### config.mk
export PLATFORM = sky130hd
export DESIGN_NAME = pipeline_trace_buffer
export DESIGN_NICKNAME = d
export VERILOG_FILES = /design/src/rtl/pipeline_trace_buffer.sv
export SDC_FILE = /design/constraint.sdc
export NUM_CORES = 2
export LEC_CHECK = 0
export CORE_MARGIN = 2
export CORE_UTILIZATION = 60
export DETAILED_ROUTE_END_ITERATION = 16
export PLACE_DENSITY = 0.9
export SLEW_MARGIN = 20
export SYNTH_ARGS = -nofsm -noshare
export SYNTH_HDL_FRONTEND = slang
export SYNTH_SLANG_ARGS = --single-unit
### constraint.sdc
create_clock -name clk -period 6.3 [get_ports clk]
set_input_delay 1.575 -clock clk [delete_from_list [all_inputs] [get_ports clk]]
set_output_delay 1.575 -clock clk [all_outputs]
set_load 0.1 [all_outputs]
### src/rtl/pipeline_trace_buffer.sv
// pipeline_trace_buffer
//
// Trace capture for the pipelined core. Every retiring (WB-stage)
// instruction is written into a circular trace RAM while capture is armed.
// Capture stops a programmable number of entries after a trigger, either a
// PC match or, with trig_en=0, the first captured entry. The held entries
// are then drained oldest-first over a valid/ready read port.
//
// Handshake: rd_valid && rd_ready in the same cycle transfers one entry.
// rd_entry is a combinational read that holds stable while
// rd_valid && !rd_ready. rd_valid never depends on rd_ready.
//
// Ports
//   clk       rising-edge system clock
//   rst       asynchronous reset, active low
//   arm       pulse: clear the buffer and start capture (wins over all else)
//   trig_en   1: trigger on wb_pc == trig_pc; 0: trigger on first capture
//   trig_pc   trigger PC, compared live
//   post_cnt  entries to keep after the trigger entry, latched on arm
//   wb_*      retiring instruction bus
//   rd_valid  trace entry available on rd_entry
//   rd_ready  consumer accepts the entry
//   rd_entry  {wb_we, wb_rd, wb_data, wb_instr, wb_pc}
//   state     0 IDLE, 1 PRETRIG, 2 POSTTRIG, 3 DONE
//   count     valid entries held, 0..DEPTH
//   trig_idx  readout position of the trigger entry (valid in DONE)
module pipeline_trace_buffer #(
    parameter int XLEN  = 32,
    parameter int DEPTH = 16
) (
    input  logic                       clk,
    input  logic                       rst,
    input  logic                       arm,
    input  logic                       trig_en,
    input  logic [XLEN-1:0]            trig_pc,
    input  logic [$clog2(DEPTH)-1:0]   post_cnt,
    input  logic                       wb_valid,
    input  logic [XLEN-1:0]            wb_pc,
    input  logic [XLEN-1:0]            wb_instr,
    input  logic [XLEN-1:0]            wb_data,
    input  logic [4:0]                 wb_rd,
    input  logic                       wb_we,
    output logic                       rd_valid,
    input  logic                       rd_ready,
    output logic [3*XLEN+5:0]          rd_entry,
    output logic [1:0]                 state,
    output logic [$clog2(DEPTH):0]     count,
    output logic [$clog2(DEPTH)-1:0]   trig_idx
);

    localparam int AW = $clog2(DEPTH);
    localparam int EW = 3*XLEN + 6;
    localparam logic [AW:0] FULL = (AW+1)'(DEPTH);

    typedef enum logic [1:0] {
        IDLE     = 2'd0,
        PRETRIG  = 2'd1,
        POSTTRIG = 2'd2,
        DONE     = 2'd3
    } state_t;

    state_t          state_q, state_d;
    logic [AW-1:0]   wr_ptr_q, wr_ptr_d;
    logic [AW-1:0]   rd_ptr_q, rd_ptr_d;
    logic [AW:0]     count_q, count_d;
    logic [AW-1:0]   remaining_q, remaining_d;
    logic [AW-1:0]   post_lat_q, post_lat_d;
    logic [AW-1:0]   trig_idx_q, trig_idx_d;

    logic [EW-1:0]   ram [DEPTH];

    logic            capture;
    logic            hit;
    logic            pop;
    logic [AW-1:0]   cap_wr_ptr;
    logic [AW:0]     cap_count;
    logic [AW:0]     done_trig_idx;

    // arm takes priority: a capture or pop in the arm cycle is dropped.
    assign capture = wb_valid && !arm
                     && (state_q == PRETRIG || state_q == POSTTRIG);
    assign hit     = capture && (state_q == PRETRIG)
                     && (!trig_en || wb_pc == trig_pc);
    assign rd_valid = (state_q == DONE) && (count_q != '0);
    assign pop      = rd_valid && rd_ready && !arm;

    // Pointer/count values as they will be after this cycle's capture;
    // DONE bookkeeping is derived from these so the triggering write counts.
    assign cap_wr_ptr    = wr_ptr_q + 1'b1;
    assign cap_count     = (count_q == FULL) ? count_q : count_q + 1'b1;
    assign done_trig_idx = cap_count - (AW+1)'(1) - {1'b0, post_lat_q};

    always_comb begin
        state_d     = state_q;
        wr_ptr_d    = wr_ptr_q;
        rd_ptr_d    = rd_ptr_q;
        count_d     = count_q;
        remaining_d = remaining_q;
        post_lat_d  = post_lat_q;
        trig_idx_d  = trig_idx_q;

        if (arm) begin
            state_d     = PRETRIG;
            wr_ptr_d    = '0;
            count_d     = '0;
            remaining_d = '0;
            // post_cnt is AW bits wide, so it can never exceed DEPTH-1 and the
            // trigger entry always survives until readout.
            post_lat_d  = post_cnt;
        end else begin
            case (state_q)
                PRETRIG: begin
                    if (capture) begin
                        wr_ptr_d = cap_wr_ptr;
                        count_d  = cap_count;
                        if (hit) begin
                            if (post_lat_q == '0) begin
                                state_d    = DONE;
                                rd_ptr_d   = cap_wr_ptr - cap_count[AW-1:0];
                                trig_idx_d = done_trig_idx[AW-1:0];
                            end else begin
                                state_d     = POSTTRIG;
                                remaining_d = post_lat_q;
                            end
                        end
                    end
                end
                POSTTRIG: begin
                    if (capture) begin
                        wr_ptr_d    = cap_wr_ptr;
                        count_d     = cap_count;
                        remaining_d = remaining_q - 1'b1;
                        if (remaining_q == AW'(1)) begin
                            state_d    = DONE;
                            rd_ptr_d   = cap_wr_ptr - cap_count[AW-1:0];
                            trig_idx_d = done_trig_idx[AW-1:0];
                        end
                    end
                end
                DONE: begin
                    if (pop) begin
                        rd_ptr_d = rd_ptr_q + 1'b1;
                        count_d  = count_q - 1'b1;
                    end
                end
                default: ;
            endcase
        end
    end

    always_ff @(posedge clk or negedge rst) begin
        if (!rst) begin
            state_q     <= IDLE;
            wr_ptr_q    <= '0;
            rd_ptr_q    <= '0;
            count_q     <= '0;
            remaining_q <= '0;
            post_lat_q  <= '0;
            trig_idx_q  <= '0;
        end else begin
            state_q     <= state_d;
            wr_ptr_q    <= wr_ptr_d;
            rd_ptr_q    <= rd_ptr_d;
            count_q     <= count_d;
            remaining_q <= remaining_d;
            post_lat_q  <= post_lat_d;
            trig_idx_q  <= trig_idx_d;
        end
    end

    // Trace RAM is deliberately not reset.
    always_ff @(posedge clk) begin
        if (capture) begin
            ram[wr_ptr_q] <= {wb_we, wb_rd, wb_data, wb_instr, wb_pc};
        end
    end

    // Drive zeros whenever nothing is offered so rd_entry reads 0 out of reset.
    assign rd_entry = rd_valid ? ram[rd_ptr_q] : '0;
    assign state    = state_q;
    assign count    = count_q;
    assign trig_idx = trig_idx_q;

endmodule

==> results.py <==
metrics = {
    "power_and_ir_drop": {
        "swShare_pct": 29.0,
        "p_clk_share_pct": 31.1,
        "power.internal_w": 0.0208,
        "p_leak_nw": 22.9,
        "power.density_nw_per_um2": 397,
        "vdd_ir_drop_max_mv": 0.484,
        "seq_power_share_pct": 43.6,
        "p_switching_w": 0.00849,
        "pwr-share-comb_pct": 25.3,
        "power_w": 0.0293,
    },
    "synth": {
        "synth_top_area_share_pct": 76.3,
        "seq_area_frac_synth_pct": 77.4,
        "ys_types": 59,
        "synth_edf_count": 1632,
        "ys_ff_latch": 1659,
        "avgSynthCellArea_um2": 24.2,
        "yosysTopAreaCell": "edfxtp_1",
        "synth_async_sr_flop_share_pct": 1.63,
        "synth.net_count": 2816,
        "synth_ff_type": "edfxtp_1",
        "yosysWarningCount": 0,
        "synth_area_leaders": "edfxtp_1 (76%), mux4_2 (18%), dfrtp_1 (1.1%), nor2b_1 (0.99%), xor2_1 (0.52%)",
        "synth_area_um2": 64200,
        "syn-instance-count": 2650,
    },
    "die": {
        "row_count": 119,
        "dieArea_um2": 110000,
        "die_h_um": 331,
        "die_w_um": 331,
        "start_util_pct": 60.7,
        "core_area_um2": 106000,
        "ioPinCount": 258,
    },
    "clocking": {
        "post_cts_buffers": 0,
        "htree_levels": 4,
        "cts_tree": "done",
        "post_cts_resized": 0,
        "clock-root-buffer": "clkbuf_16",
        "cts.sinks": 1659,
        "cts_made_buffers": 158,
        "ctsLongestPathBuffers": 3,
        "hold_buffers": 0,
        "cts.clk_slew.worst_paths_ns": 0.06,
        "clk_latency_ns": 0.76,
    },
    "worst_setup_path": {
        "crit_path_start_kind": "flop",
        "critPathMaxFanout": 51,
        "worstSetupPathType": "reg -> out",
        "required_ns": 4.72,
        "end_kind": "primary output",
        "cp.arrival_ns": 4.53,
        "r2r.worst_path.cells": 6,
    },
    "global_routing": {
        "gr-total-overflow": 0,
        "grt_max_degree": 109,
        "first_global_vias": 33800,
        "antenna_found_initial": 21,
        "grtUsageTotal_pct": 33.2,
        "grt_pass1_wl_um": 252000,
    },
    "flow_run": {
        "max_cap_viol_count": 0,
    },
    "place": {
        "finalWeightedCongestion": 0.819,
        "dpl.cell_count": 4240,
        "io_buffers": 257,
        "place_area_um2": 68800,
        "place_hpwl_um": 88900,
    },
    "timing": {
        "finalHoldViolations": 0,
        "min_period_ns": 6.10,
        "rsz0062_at_grt": "no",
        "setup_violations": 0,
        "slew_violations": 0,
        "worst_pin_slew_ns": 1.17,
        "max_slew_margin_pct": 21.6,
        "tns_ns": 0,
        "finalClockSkew_ns": 0.0385,
        "hold_ws_ns": 0.521,
        "finalCritPeriodShare_pct": 96.9,
        "fmax_mhz": 164,
    },
    "routing": {
        "firstDrtPassIters": 5,
        "drt_iter0_markers": 5458,
        "wl_um": 179000,
        "drc": 0,
        "routed_via_density": 7.33,
        "dr_total_vias": 33200,
        "post_drt_wl_per_cell_um": 39.5,
        "ant_nets": 0,
    },
    "layout": {
        "drive_gt1_share_pct": 29.2,
        "fillerInstances": 5537,
        "design_area_um2": 73600,
        "layout_commonest_cell": "edfxtp_1",
        "area_growth_pct": 14.7,
        "layout_common_cells": "edfxtp_1 (1,632), mux4_2 (510), clkdlybuf4s50_1 (180)",
        "final_cells": 4536,
        "final_nets": 3175,
    },
    "run_status": {
        "status": "completed",
    },
    "hold_path": {
        "hold_path_class": "reg -> reg",
        "min_path_cells": 1,
    },
}
layout make-up:
type	count	area, µm²	area share, %
diodes	19	47.5	0.0646
multi-input cells	835	13900	18.9
well taps	1391	1740	2.36
inverters	20	75.1	0.102
clock inverters	84	554	0.753
repair buffers	335	3430	4.65
flip-flops and latches	1659	49700	67.5
clock buffers	193	4190	5.69
routing by layer:
metal	share of wire, %	vias to the layer above	GRT usage (%)
li1	-	12000	-
met1	33	17300	42.9
met2	50	3284	53.7
met3	12	586	7.92
met4	5.4	16	16.5
met5	0.061	-	0
cell usage after synthesis, types with 3 or more instances:
cell type / n
nand3b_1: 3
or3_1: 3
inv_1: 20
xnor2_1: 10
nor4_2: 3
xor2_1: 38
o21ai_0: 8
ha_1: 20
nand3_1: 11
mux4_2: 510
nor4_1: 5
clkbuf_1: 77
a21oi_1: 13
buf_1: 7
nor2_1: 17
nand2_1: 20
nor2b_1: 102
edfxtp_1: 1632
o21ai_1: 4
and2_1: 16
a211o_1: 3
dfrtp_1: 27
buf_2: 43
mux2_1: 3
nor3_1: 3
mux2i_1: 3
buf_4: 8
critical path: stages, from the launching register on:
cell	delay, ns
dfrtp_4	0.96
buf_12	0.32
buf_12	0.43
buf_4	0.42
mux4_2	0.61
mux4_2	0.54
nor2b_1	0.18
buf_4	0.25
metrics by stage:
stage / setup WS, ns / utilization (%)
2_1_floorplan: 1.16 / -
4_1_cts: 0.135 / 69.6
3_5_place_dp: 1.04 / 65.1
3_3_place_gp: 1.18 / 65.1
6_report: 0.196 / 69.6
5_1_grt: 0.0336 / 69.6
flip-flops by register name, indices dropped and copies added (netlist names):
signal       cells
count            5
wr_ptr_q         4
rd_ptr_q         4
trig_idx         4
post_lat_q       4
state            2
remaining_q      4
ram           1632
final timing paths:
path                       slack, ns        start             to
min in group asynchronous       1.21          rst  post_lat_q[0]
max in group asynchronous       4.78          rst    rd_ptr_q[3]
setup reg to reg                2.92     state[0]     ram[0][42]
setup / recovery                0.20  rd_ptr_q[0]   rd_entry[80]
hold / removal                  0.52  trig_idx[0]    trig_idx[0]
hold reg to reg                 0.52  trig_idx[0]    trig_idx[0]
logic make-up (layout without fill, tap and decap cells):
group	count (synthesis)	after routing	synth area share (%)
other	0	19	0
and+or+nand+nor	201	201	1.94
adders and majority gates	22	22	0.452
AOI/OAI and AO/OA	46	46	0.468
DFF	1659	1659	77.4
buffers and inverters	156	632	1.05
muxes	518	518	18.0
xor gates and xnor gates	48	48	0.655
power groups by stage:
stage	Clock (W)	Combinational (W)	Sequential, W
after detailed placement	0	0.00716	0.0130
after floorplan	0	0.00536	0.0128
after CTS	0.00909	0.00740	0.0128
after global routing	0.00944	0.00764	0.0128
after global placement	0	0.00684	0.0129
final	0.00910	0.00740	0.0128
(Power assumes the default switching activity.)
